**src/rtl/ad9708_pkg.sv**
```systemverilog
// Shared constants for the AD9708 self-test waveform source.
// Wave selects, FSM states, default midscale code, tkeep helper.
package ad9708_pkg;

  localparam logic [1:0] WAVE_RAMP  = 2'd0;
  localparam logic [1:0] WAVE_TRI   = 2'd1;
  localparam logic [1:0] WAVE_SQR   = 2'd2;
  localparam logic [1:0] WAVE_CONST = 2'd3;

  localparam logic [1:0] S_IDLE = 2'd0;
  localparam logic [1:0] S_LOAD = 2'd1;
  localparam logic [1:0] S_SEND = 2'd2;
  localparam logic [1:0] S_DONE = 2'd3;

  localparam logic [7:0] MIDSCALE_DEF = 8'h80;

  // Byte enables of the final word; first sample sits in bit 3.
  function automatic logic [3:0] keep_of(input logic [1:0] r);
    logic [3:0] k;
    unique case (r)
      2'd0: k = 4'hF;
      2'd1: k = 4'h8;
      2'd2: k = 4'hC;
      default: k = 4'hE;
    endcase
    return k;
  endfunction

endpackage

```
**src/rtl/ad9708_wave_lut.sv**
```systemverilog
// Phase byte to 8-bit straight-binary sample, one lane.
// Ports: phase_byte, wave_sel in; sample out (combinational).
module ad9708_wave_lut
  import ad9708_pkg::*;
#(
  parameter logic [7:0] MIDSCALE = MIDSCALE_DEF
) (
  input  logic [7:0] phase_byte,
  input  logic [1:0] wave_sel,
  output logic [7:0] sample
);

  logic [7:0] tri_v;

  // Fold the upper half back down to form a triangle.
  assign tri_v = phase_byte[7] ?
    {~phase_byte[6:0], 1'b0} :
    { phase_byte[6:0], 1'b0};

  always_comb begin
    sample = MIDSCALE;
    unique case (1'b1)
      (wave_sel == WAVE_RAMP): sample = phase_byte;
      (wave_sel == WAVE_TRI):  sample = tri_v;
      (wave_sel == WAVE_SQR):
        sample = phase_byte[7] ? 8'hFF : 8'h00;
      default: sample = MIDSCALE;
    endcase
  end

endmodule

```
**src/rtl/ad9708_wave_gen.sv**
```systemverilog
// AXI-Stream waveform burst source, four 8-bit samples per word.
// Ports: DMA_CLK/DMA_RST_N, gen_* control, M_AXIS_* master stream.
module ad9708_wave_gen
  import ad9708_pkg::*;
#(
  parameter int         PHASE_W  = 16,
  parameter logic [7:0] MIDSCALE = MIDSCALE_DEF
) (
  input  logic               DMA_CLK,
  input  logic               DMA_RST_N,
  input  logic               gen_start,
  input  logic [31:0]        gen_len,
  input  logic [1:0]         wave_sel,
  input  logic [PHASE_W-1:0] phase_step,
  output logic               gen_busy,
  output logic               gen_done,
  output logic [31:0]        M_AXIS_tdata,
  output logic [3:0]         M_AXIS_tkeep,
  output logic               M_AXIS_tlast,
  output logic               M_AXIS_tvalid,
  input  logic               M_AXIS_tready
);

  logic               start_q;
  logic               rise;
  logic [1:0]         state;
  logic [PHASE_W-1:0] phase;
  logic [PHASE_W-1:0] step_r;
  logic [1:0]         sel_r;
  logic [1:0]         rem_r;
  logic [30:0]        cnt;
  logic [30:0]        words;
  logic [PHASE_W-1:0] lp [4];
  logic [7:0]         smp [4];
  logic [PHASE_W-1:0] phase_nxt;
  logic               last_w;
  logic [3:0]         keep_w;
  logic [31:0]        data_w;
  logic               load_en;
  logic               fin_hs;

  assign rise  = gen_start & ~start_q;
  assign words = {1'b0, gen_len[31:2]}
               + {30'd0, |gen_len[1:0]};

  always_comb begin
    lp[0] = phase;
    lp[1] = phase + step_r;
    lp[2] = lp[1] + step_r;
    lp[3] = lp[2] + step_r;
  end
  assign phase_nxt = lp[3] + step_r;

  for (genvar k = 0; k < 4; k++) begin : g_lane
    ad9708_wave_lut #(.MIDSCALE(MIDSCALE)) u_lut (
      .phase_byte(lp[k][PHASE_W-1 -: 8]),
      .wave_sel  (sel_r),
      .sample    (smp[k])
    );
  end

  // cnt holds words still to load, including the one being loaded.
  assign last_w = (cnt == 31'd1);
  assign keep_w = last_w ? keep_of(rem_r) : 4'hF;
  assign data_w = {smp[0], smp[1], smp[2], smp[3]}
                & {{8{keep_w[3]}}, {8{keep_w[2]}},
                   {8{keep_w[1]}}, {8{keep_w[0]}}};

  assign fin_hs  = (state == S_SEND) & M_AXIS_tready
                 & M_AXIS_tlast;
  assign load_en = (state == S_LOAD)
                 | ((state == S_SEND) & M_AXIS_tready
                    & ~M_AXIS_tlast);

  always_ff @(posedge DMA_CLK or negedge DMA_RST_N) begin
    if (!DMA_RST_N) begin
      start_q       <= 1'b0;
      state         <= S_IDLE;
      phase         <= '0;
      step_r        <= '0;
      sel_r         <= '0;
      rem_r         <= '0;
      cnt           <= '0;
      gen_busy      <= 1'b0;
      gen_done      <= 1'b0;
      M_AXIS_tdata  <= '0;
      M_AXIS_tkeep  <= '0;
      M_AXIS_tlast  <= 1'b0;
      M_AXIS_tvalid <= 1'b0;
    end else begin
      start_q  <= gen_start;
      gen_done <= 1'b0;
      if (load_en) begin
        M_AXIS_tdata  <= data_w;
        M_AXIS_tkeep  <= keep_w;
        M_AXIS_tlast  <= last_w;
        M_AXIS_tvalid <= 1'b1;
        phase         <= phase_nxt;
        cnt           <= cnt - 31'd1;
      end
      unique case (1'b1)
        (state == S_IDLE): begin
          if (rise) begin
            step_r   <= phase_step;
            sel_r    <= wave_sel;
            rem_r    <= gen_len[1:0];
            cnt      <= words;
            phase    <= '0;
            gen_busy <= 1'b1;
            state    <= (gen_len == 32'd0) ?
                        S_DONE : S_LOAD;
          end
        end
        (state == S_LOAD): state <= S_SEND;
        (state == S_SEND): begin
          if (fin_hs) begin
            M_AXIS_tvalid <= 1'b0;
            M_AXIS_tlast  <= 1'b0;
            state         <= S_DONE;
          end
        end
        default: begin
          gen_done <= 1'b1;
          gen_busy <= 1'b0;
          state    <= S_IDLE;
        end
      endcase
    end
  end

endmodule

```
**config.mk**
```make
export PLATFORM = sky130hd
export DESIGN_NAME = ad9708_wave_gen
export DESIGN_NICKNAME = d
export VERILOG_FILES = /design/src/rtl/ad9708_pkg.sv /design/src/rtl/ad9708_wave_lut.sv /design/src/rtl/ad9708_wave_gen.sv
export SDC_FILE = /design/constraint.sdc
export NUM_CORES = 1
export LEC_CHECK = 0
export BUFFER_PORTS_ARGS = -buffer_cell sky130_fd_sc_hd__buf_2
export CORE_MARGIN = 5
export CORE_UTILIZATION = 60
export CTS_CLUSTER_DIAMETER = 30
export DETAILED_ROUTE_END_ITERATION = 8
export GPL_TIMING_DRIVEN = 1
export PLACE_DENSITY = 0.92
export SLEW_MARGIN = 30
export SYNTH_ARGS = -nofsm -noshare
export SYNTH_HDL_FRONTEND = slang
export SYNTH_SLANG_ARGS = --single-unit
```
**constraint.sdc**
```tcl
create_clock -name DMA_CLK -period 6.7 [get_ports DMA_CLK]
set_input_delay 1.34 -clock DMA_CLK [delete_from_list [all_inputs] [get_ports DMA_CLK]]
set_output_delay 1.34 -clock DMA_CLK [all_outputs]
set_load 0.03 [all_outputs]
```
# Word level (Yosys, flattened, before mapping)
# Cells that the tools add are included.
dict set report word_totals {
  in_bits 54
  output_inout_bits 40
  reg_bits 110
  wordCells 84
}
dict set report classes {
  reduce_logical 10
  addsub 6
  n_mux 33
  bitwise_logic 13
  n_eq_ne 9
}
# operator n
set op_table {}
lappend op_table {{one-hot mux 8 bit (3 select lines)} 4}
lappend op_table {{two-way mux 31 bit} 3}
lappend op_table {{adder 16 bit} 4}
lappend op_table {{two-way mux 8 bit} 8}
lappend op_table {{two-way mux 16 bit} 3}
lappend op_table {{AND 32 bit} 1}
lappend op_table {{logical NOT 32 bit} 1}
lappend op_table {{adder 30 x 1 -> 31 bit} 1}
lappend op_table {{equality test 31 x 1 -> 1 bit (second input constant)} 1}
lappend op_table {{subtractor 31 x 1 -> 31 bit (second input constant)} 1}
lappend op_table {{inverter 7 bit} 4}
lappend op_table {{one-hot mux 3 bit (3 select lines)} 1}
lappend op_table {{two-way mux 1 bit} 8}
lappend op_table {{equality test 2 x 1 -> 1 bit (second input constant)} 3}
lappend op_table {{equality test 2 bit (second input constant)} 3}
lappend op_table {{logical NOT 2 bit} 3}
lappend op_table {{two-way mux 2 bit} 3}
lappend op_table {{one-hot mux 2 bit (3 select lines)} 1}
lappend op_table {{AND reduction 2 bit} 3}
lappend op_table {{AND 1 bit} 4}
lappend op_table {{two-way mux 4 bit} 1}
lappend op_table {{inequality test 2 bit (second input constant)} 2}
lappend op_table {{OR reduction 2 bit} 2}
lappend op_table {{inverter 1 bit} 3}
lappend op_table {{other kinds (3)} 3}

# Logic depth before layout (Yosys ltp)
# Gate-level depths: netlist (run 1).
dict set report depth {
  depth_word 7
  ltp_mapped 29
  ltp_nobuf 29
}

# Hierarchy
# A second synthesis (run 1) with hierarchy kept.
dict set report unflattened {
  hier_cells 979
  area_unflattened_um2 8612.0
}
# module instances area_per_inst_um2 seq_area_each_um2 cells_per_inst
set by_module_without_submodules {}
lappend by_module_without_submodules {ad9708_wave_gen 1 7841.3 2752.6 887}
lappend by_module_without_submodules {ad9708_wave_lut 4 192.7 0.0 23}

# Worst setup path after synthesis (run 1)
# Ideal clock, no wire load.
dict set report synth_timing {
  kind {reg2reg}
  start {register step_r[0]}
  end {register phase[14]}
  synth_period_minus_slack_ns 5.263
  required_time_ns 6.614
  path_slack_ns 1.437
  t_arrival_ns 5.177
  path_stages_with_launch 29
  path_buffers 0
  setup_time_ns 0.086
  path_cell_list {dfrtp_1 > ha_1 > inv_1 > fa_1 > nor2b_1 > o21ai_0 > a21boi_0 > o21ai_0 > nand2_1 > xor2_1 > ha_1 > o21ai_0 > nor2_1 > a21oi_1 > o21bai_1 > a21oi_1 > xnor2_1 > ha_1 > nor3_1 > nor2_1 > o41ai_2 > o21ba_2 > xnor2_1 > ha_1 > or2_2 > nor4_1 > o31ai_1 > and3_1 > nor3_1}
}
dict set report synth_via {
  elab_chain_len 7
}
# item line
set synth_lines {}
lappend synth_lines {{start, declared} ad9708_wave_gen.sv:28} ;# logic [PHASE_W-1:0] step_r;
lappend synth_lines {{start signal, assigned} ad9708_wave_gen.sv:104} ;# step_r <= phase_step;
lappend synth_lines {{adder 16 bit} ad9708_wave_gen.sv:48} ;# lp[1] = phase + step_r;
lappend synth_lines {{adder 16 bit} ad9708_wave_gen.sv:49} ;# lp[2] = lp[1] + step_r;
lappend synth_lines {{adder 16 bit} ad9708_wave_gen.sv:50} ;# lp[3] = lp[2] + step_r;
lappend synth_lines {{adder 16 bit *} ad9708_wave_gen.sv:52} ;# assign phase_nxt = lp[3] + step_r;
lappend synth_lines {{two-way mux 16 bit *} ad9708_wave_gen.sv:93} ;# if (load_en) begin
lappend synth_lines {{two-way mux 16 bit} ad9708_wave_gen.sv:103} ;# if (rise) begin
lappend synth_lines {{two-way mux 16 bit *} ad9708_wave_gen.sv:101} ;# unique case (1'b1)
lappend synth_lines {{end signal, assigned} ad9708_wave_gen.sv:98} ;# phase <= phase_nxt;
lappend synth_lines {{end, declared} ad9708_wave_gen.sv:27} ;# logic [PHASE_W-1:0] phase;
# Every way passes the cells marked *; elsewhere a longest branch is shown, timed or not.
# A chain may end at the register's enable or synchronous reset.

# Worst setup path after layout (run 1)
dict set report layout_timing {
  start {register step_r[0]}
  end {register phase[15]}
}
# The elaborated chain is that of the path after synthesis.

==> results.txt, run 1 <==
Status -> complete, no violations
GR Util All Layers -> 26.4%
Die area -> 0.0171 mm^2
Synth Register Bits -> 110
Routability-driven placement congestion ratio -> 0.988
FF/Latch Area -> 0.00275 mm^2
FFs w/ async S/R, synth -> 100%
Post-synth top area cell -> dfrtp_1
EDFF count, synth -> 0
Crit path max fanout -> 6
Final Hold Fails -> 0
Synth Cell Area -> 0.00874 mm^2
Mapped Cells -> 1,054
Gr ovfl total -> 0
Fillcell total -> 1,123
CTS sink cnt -> 110
Share of the synthesized area in the top cell type -> 31.5%
First-pass GRT wire length -> 36,100 um
Min Tclk post-route -> 6040 ps
Fin. max-slew vios -> 0
Area of the multi-input gates -> 0.00574 mm^2
DRC viols -> 0
Root Buffer -> clkbuf_16
CP Capture Type -> flop
Wire per inst -> 16.9 um
Total setup buffers inserted after CTS -> 0
Antenna violations before repair -> 0
Layout cells sized above 1 -> 12.8%
Placed wire-length estimate -> 16,800 um
Worst clock skew -> 9.69 ps
Post-route ant nets -> 0
Total CTS buffers -> 9
Initial core utilization -> 60.6%
Crit path launch type -> flop
Dominant synthesized flop cell -> dfrtp_1
Seq/Total Area, Yosys -> 31.5%
Max_slew headroom -> 43.8%
Synth cell count leaders -> nand2_1 (162), dfrtp_1 (110), nor2_1 (99)
Io pins -> 94
Placed cell area -> 0.00937 mm^2
Deepest clock path buffer count -> 2
Die span in x -> 131 um
Synth warn -> 0
Die Y -> 131 um
Nets -> 1,264
Crit path DAT -> 6320 ps
Synth Net Count -> 1,186
Number of max-cap violations -> 0
# diodes -> 0
Vias -> 8,146
RSZ-0062 raised after global routing -> no
Initial DRC Count -> 735
Critical Path RT -> 6970 ps
Number of global-route vias before repair -> 7,505
FMAX -> 0.165 GHz
Most common cell in the netlist -> nand2_1
Clock network latency to the later pin of the worst-skew pair -> 360 ps
Hold buffers post-CTS -> 0
Largest net degree at the start of global routing -> 64
Vias per cell -> 6.17
Area Overhead vs Synth -> 10.6%
First-pass DRT Iterations -> 8
Worst Path Class, Setup -> reg -> reg
Final TNS setup -> 0 ps
Tcrit/Tclk final -> 90.2%
Worst slew pin tran -> 839 ps
Core area -> 0.0144 mm^2
Design Area, Final -> 0.00967 mm^2
FP Rows -> 44
H-tree depth -> 3
Synth top area cells -> dfrtp_1 (31%), ha_1 (11%), xnor2_1 (8.3%)
# resized after CTS -> 0
Finished Core Util -> 67.0%
CTS tree -> yes
Avg Inst Size Synth -> 8.29 um^2
Post-synth cell types -> 70
Final setup fails -> 0
Drt total wl -> 22,300 um
Worst hold path type -> reg -> reg
# port buffers -> 93
Clock Pin Slew Worst Setup and Hold Paths -> 80 ps
[per-stage QoR]
stage | hold slack, ps | setup slack [ps] | instances
4_1_cts | 478 | 708 | 1321
5_1_grt | 505 | 158 | 1321
3_3_place_gp | 452 | 1050 | 1305
6_report | 473 | 656 | 1321
3_5_place_dp | 458 | 759 | 1305
2_1_floorplan | 487 | 1440 | 1054
[worst paths after layout]
path | from | endpoint | slack, ps | cells after the start
max | step_r[0] | phase[15] | 660 | 26
min | M_AXIS_tdata[16] | M_AXIS_tdata[16] | 470 | 2
max reg2reg | step_r[0] | phase[15] | 660 | 26
min reg2reg | M_AXIS_tdata[16] | M_AXIS_tdata[16] | 470 | 2
max in group asynchronous | DMA_RST_N | phase[7] | 4490 | 2
min in group asynchronous | DMA_RST_N | step_r[14] | 980 | 1
[registers in the layout (all words and copies together), names as in the netlist]
register and count:
M_AXIS_tdata 32, M_AXIS_tkeep 4, M_AXIS_tlast 1, M_AXIS_tvalid 1
cnt 31, gen_busy 1, gen_done 1, phase 16
rem_r 2, sel_r 2, start_q 1, state 2
step_r 16
[cells by family (layout without fill, tap and decap cells)]
kind of cell	count (synthesis)	after routing	synth area share [%]
multiplexers	11	11	1.30
XOR/XNOR	118	118	12.4
adder cells (fa/ha/maj)	78	78	11.5
flip-flops	110	110	31.5
AND/OR/NAND/NOR	410	410	21.5
buffers and inverters	66	149	3.01
AO/OA/AOI/OAI	261	261	18.8
[routing by layer]
| metal | routed length [um] | GRT usage (%) | vias up |
|---|---|---|---|
| met5 | 0 | 0 | - |
| met2 | 10500 | 42.7 | 378 |
| met3 | 1780 | 4.55 | 73 |
| li1 | - | - | 3894 |
| met4 | 871 | 11.2 | 0 |
| met1 | 9200 | 35.0 | 3801 |
[final cells by class]
type / instances / share of cell area [%]
multi-input cells: 878 / 59.4
flip-flops and latches: 110 / 28.5
repair buffers: 100 / 5.38
clock buffers: 11 / 2.61
well taps: 184 / 2.38
inverters: 33 / 1.28
clock inverters: 5 / 0.492
[critical path, stage by stage, from the launching register on]
cell	delay, ps
dfrtp_1	420
ha_1	270
inv_1	110
fa_1	430
nor2b_1	140
o21ai_0	110
a21boi_0	320
o21ai_0	120
nand2_1	100
a21boi_0	190
xnor2_1	280
ha_1	340
a21o_1	200
a21oi_1	170
o21ai_0	130
a21oi_1	190
xnor2_1	280
ha_1	340
o21ai_0	180
a31oi_1	100
or4b_1	490
nand3_1	160
ha_1	280
a21oi_1	160
o21ai_0	120
xnor2_1	140
o31ai_1	180
[cells in the final DEF, fill, tap and decap left out, types with 4 or more instances in the layout]
cell and count:
o21ai_0 64, nand2_1 162, buf_2 92, o21bai_1 5, nand3b_1 5, a22oi_1 9
xnor2_1 83, nor2_1 98, or3_1 8, ha_1 74, nand4_1 12, inv_1 33
o21a_1 8, nand3_1 24, and3_1 11, or2_2 7, a221o_1 5, a21o_1 8
a211oi_1 7, dfrtp_1 110, o31ai_1 8, nor4_1 14, a21oi_1 83, fa_1 4
nand2b_1 6, buf_4 8, xor2_1 30, nor3_1 35, mux2i_1 8, clkbuf_16 9
a222oi_1 5, o21ai_1 14, a31oi_1 5, nor2b_1 11, o22ai_1 4
Power of run 1 is not shown: default switching activity piles up to over one toggle a cycle in this logic, so the estimate is an artifact.
==> run 2: changes to the inputs <==
- ABC_AREA: unset -> 1
==> run 2 against run 1 <==
Net effect: hold slack better by 3.7 ps; synthesized cell count is 39% higher; core utilization is 0.70 points lower; wire length is 31% higher; non-clock buffer count is 3 lower; global-route usage is 3.7 points higher; critical path depth is 2 higher; area after synthesis is 13% higher; flip-flop and latch count stayed put; cell count is 34% higher; first-iteration DRC count is 18% higher; critical path type unchanged; cell area is 13% higher.
==> results.txt, run 2 <==
Status -> complete, no violations
Drt total wl -> 29,200 um
Vias per cell -> 5.75
Synth Net Count -> 1,601
Deepest clock path buffer count -> 2
Avg Inst Size Synth -> 6.75 um^2
Synth top area cells -> dfrtp_1 (28%), nand2_1 (17%), ha_1 (9.3%)
CTS sink cnt -> 110
Crit path max fanout -> 5
Post-route ant nets -> 0
Worst Hold Margin -> 476 ps
Worst slew pin tran -> 1010 ps
Post-synth cell types -> 52
# resized after CTS -> 0
Max_slew headroom -> 32.7%
Clock Pin Slew Worst Setup and Hold Paths -> 80 ps
CP Capture Type -> flop
Synth Cell Area -> 0.00991 mm^2
First-pass DRT Iterations -> 5
Worst path max stage delay -> 480 ps
Fin. max-slew vios -> 0
Worst Hold End -> M_AXIS_tdata[29]
Clock network latency to the later pin of the worst-skew pair -> 370 ps
Hold Crit Depth -> 1
EDFF count, synth -> 0
Root Buffer -> clkbuf_16
# port buffers -> 93
Die area -> 0.0192 mm^2
Hold_sp -> M_AXIS_tdata[29]
GRT met3 Usage -> 3.94%
Crit path launch type -> flop
CTS tree -> yes
Total CTS buffers -> 9
H-tree depth -> 3
Io pins -> 94
Synth warn -> 0
Worst clock skew -> 14.4 ps
Final setup fails -> 0
Finished Core Util -> 66.3%
Tcrit/Tclk final -> 90.1%
Wire per inst -> 16.5 um
Family with the most delay on the worst path -> adder cells
Core area -> 0.0164 mm^2
Critical Path RT -> 6970 ps
Top flop regs -> M_AXIS_tdata: 32 flops, cnt: 31 flops
Max FFs per register -> 32
Nets -> 1,680
Worst Path Class, Setup -> reg -> reg
Met2 Usage GRT -> 49.7%
Final TNS setup -> 0 ps
Worst hold path type -> reg -> reg
Routability-driven placement congestion ratio -> 0.992
Crit path DAT -> 6310 ps
Initial DRC Count -> 869
DRC viols -> 0
Largest net degree at the start of global routing -> 72
Most Used Layer, Global Route -> met2
Most common cell in the netlist -> nand2_1
RR Endpoint -> phase[15]
Die Y -> 139 um
Number of max-cap violations -> 0
RSZ-0062 raised after global routing -> no
Start of the worst register-to-register path -> step_r[0]
Share of the synthesized area in the top cell type -> 27.8%
First-pass GRT wire length -> 47,600 um
Met1 Use GR -> 39.7%
Number of global-route vias before repair -> 9,719
Die span in x -> 139 um
Synth Register Bits -> 110
Placed wire-length estimate -> 23,200 um
R2R depth -> 28
Vias -> 10,197
Worst reg2reg setup slack -> 660 ps
# diodes -> 0
Total setup buffers inserted after CTS -> 0
Layout cells sized above 1 -> 9.79%
FP Rows -> 47
Min Tclk post-route -> 6040 ps
Fillcell total -> 1,498
Commonest non-fill, non-tap cell in the layout -> nand2_1
Area Overhead vs Synth -> 9.81%
Gr ovfl total -> 0
Final Hold Fails -> 0
FMAX -> 0.166 GHz
Synth cell count leaders -> nand2_1 (436), inv_1 (181), nand3_1 (119)
FFs w/ async S/R, synth -> 100%
Hold buffers post-CTS -> 0
GR Util All Layers -> 30.1%
Initial core utilization -> 60.4%
Reg with most FFs -> M_AXIS_tdata
Dominant synthesized flop cell -> dfrtp_1
Commonest non-fill, non-tap cells in the layout -> nand2_1 (436), inv_1 (181), nand3_1 (119), dfrtp_1 (110), buf_2 (92)
Mapped Cells -> 1,469
Seq/Total Area, Yosys -> 27.8%
Slowest-stage cell, CP -> xnor2_1
Antenna violations before repair -> 0
Post-synth top area cell -> dfrtp_1
WP buf/inv -> 5
-- run 2: cells by family (layout without fill, tap and decap cells) --
logic type | count (synthesis) | in the layout | synth area share [%]
and+or+nand+nor | 772 | 772 | 34.2
AOI/OAI and AO/OA | 215 | 215 | 12.4
buffers and inverters | 212 | 296 | 8.24
DFF | 110 | 110 | 27.8
xor gates and xnor gates | 79 | 79 | 6.98
adders and majority gates | 78 | 78 | 10.2
muxes | 3 | 3 | 0.303
-- run 2: stage by stage --
| step | instances | instance area (um^2) | worst slack [ps] |
|---|---|---|---|
| after global routing | 1773 | 10900 | 266 |
| after detailed placement | 1757 | 10600 | 769 |
| after floorplan | 1469 | 9910 | 1910 |
| after CTS | 1773 | 10900 | 742 |
| after global placement | 1757 | 10600 | 779 |
| final | 1773 | 10900 | 663 |
-- run 2: final cells by class --
cell class | instances | area (um^2) | share of cell area (%)
tap | 220 | 275 | 2.53
timing repair buffer | 97 | 502 | 4.61
clock buffer | 10 | 229 | 2.10
clock inverter | 6 | 78.8 | 0.724
multi-input combinational | 1147 | 6360 | 58.4
sequential | 110 | 2750 | 25.3
inverter | 183 | 687 | 6.31
-- run 2: per-layer routing --
| metal | up-vias | part of all wire [%] | wire length [um] |
|---|---|---|---|
| met4 | 0 | 4.2 | 1240 |
| met1 | 4695 | 43 | 12600 |
| met5 | - | 0 | 0 |
| met2 | 433 | 46 | 13500 |
| li1 | 4983 | - | - |
| met3 | 86 | 6.4 | 1860 |
-- run 2: how the worst max path moves through the flow --
stage	slack (ps)	start	cells past startpoint	end
CTS	740	step_r[0]	28	phase[15]
detailed placement	770	step_r[0]	28	phase[15]
finish	660	step_r[0]	28	phase[15]
global placement	780	step_r[5]	27	phase[15]
floorplan	1910	step_r[0]	32	phase[15]
global route	270	step_r[0]	28	phase[15]
Power of run 2 is left out for the same reason.
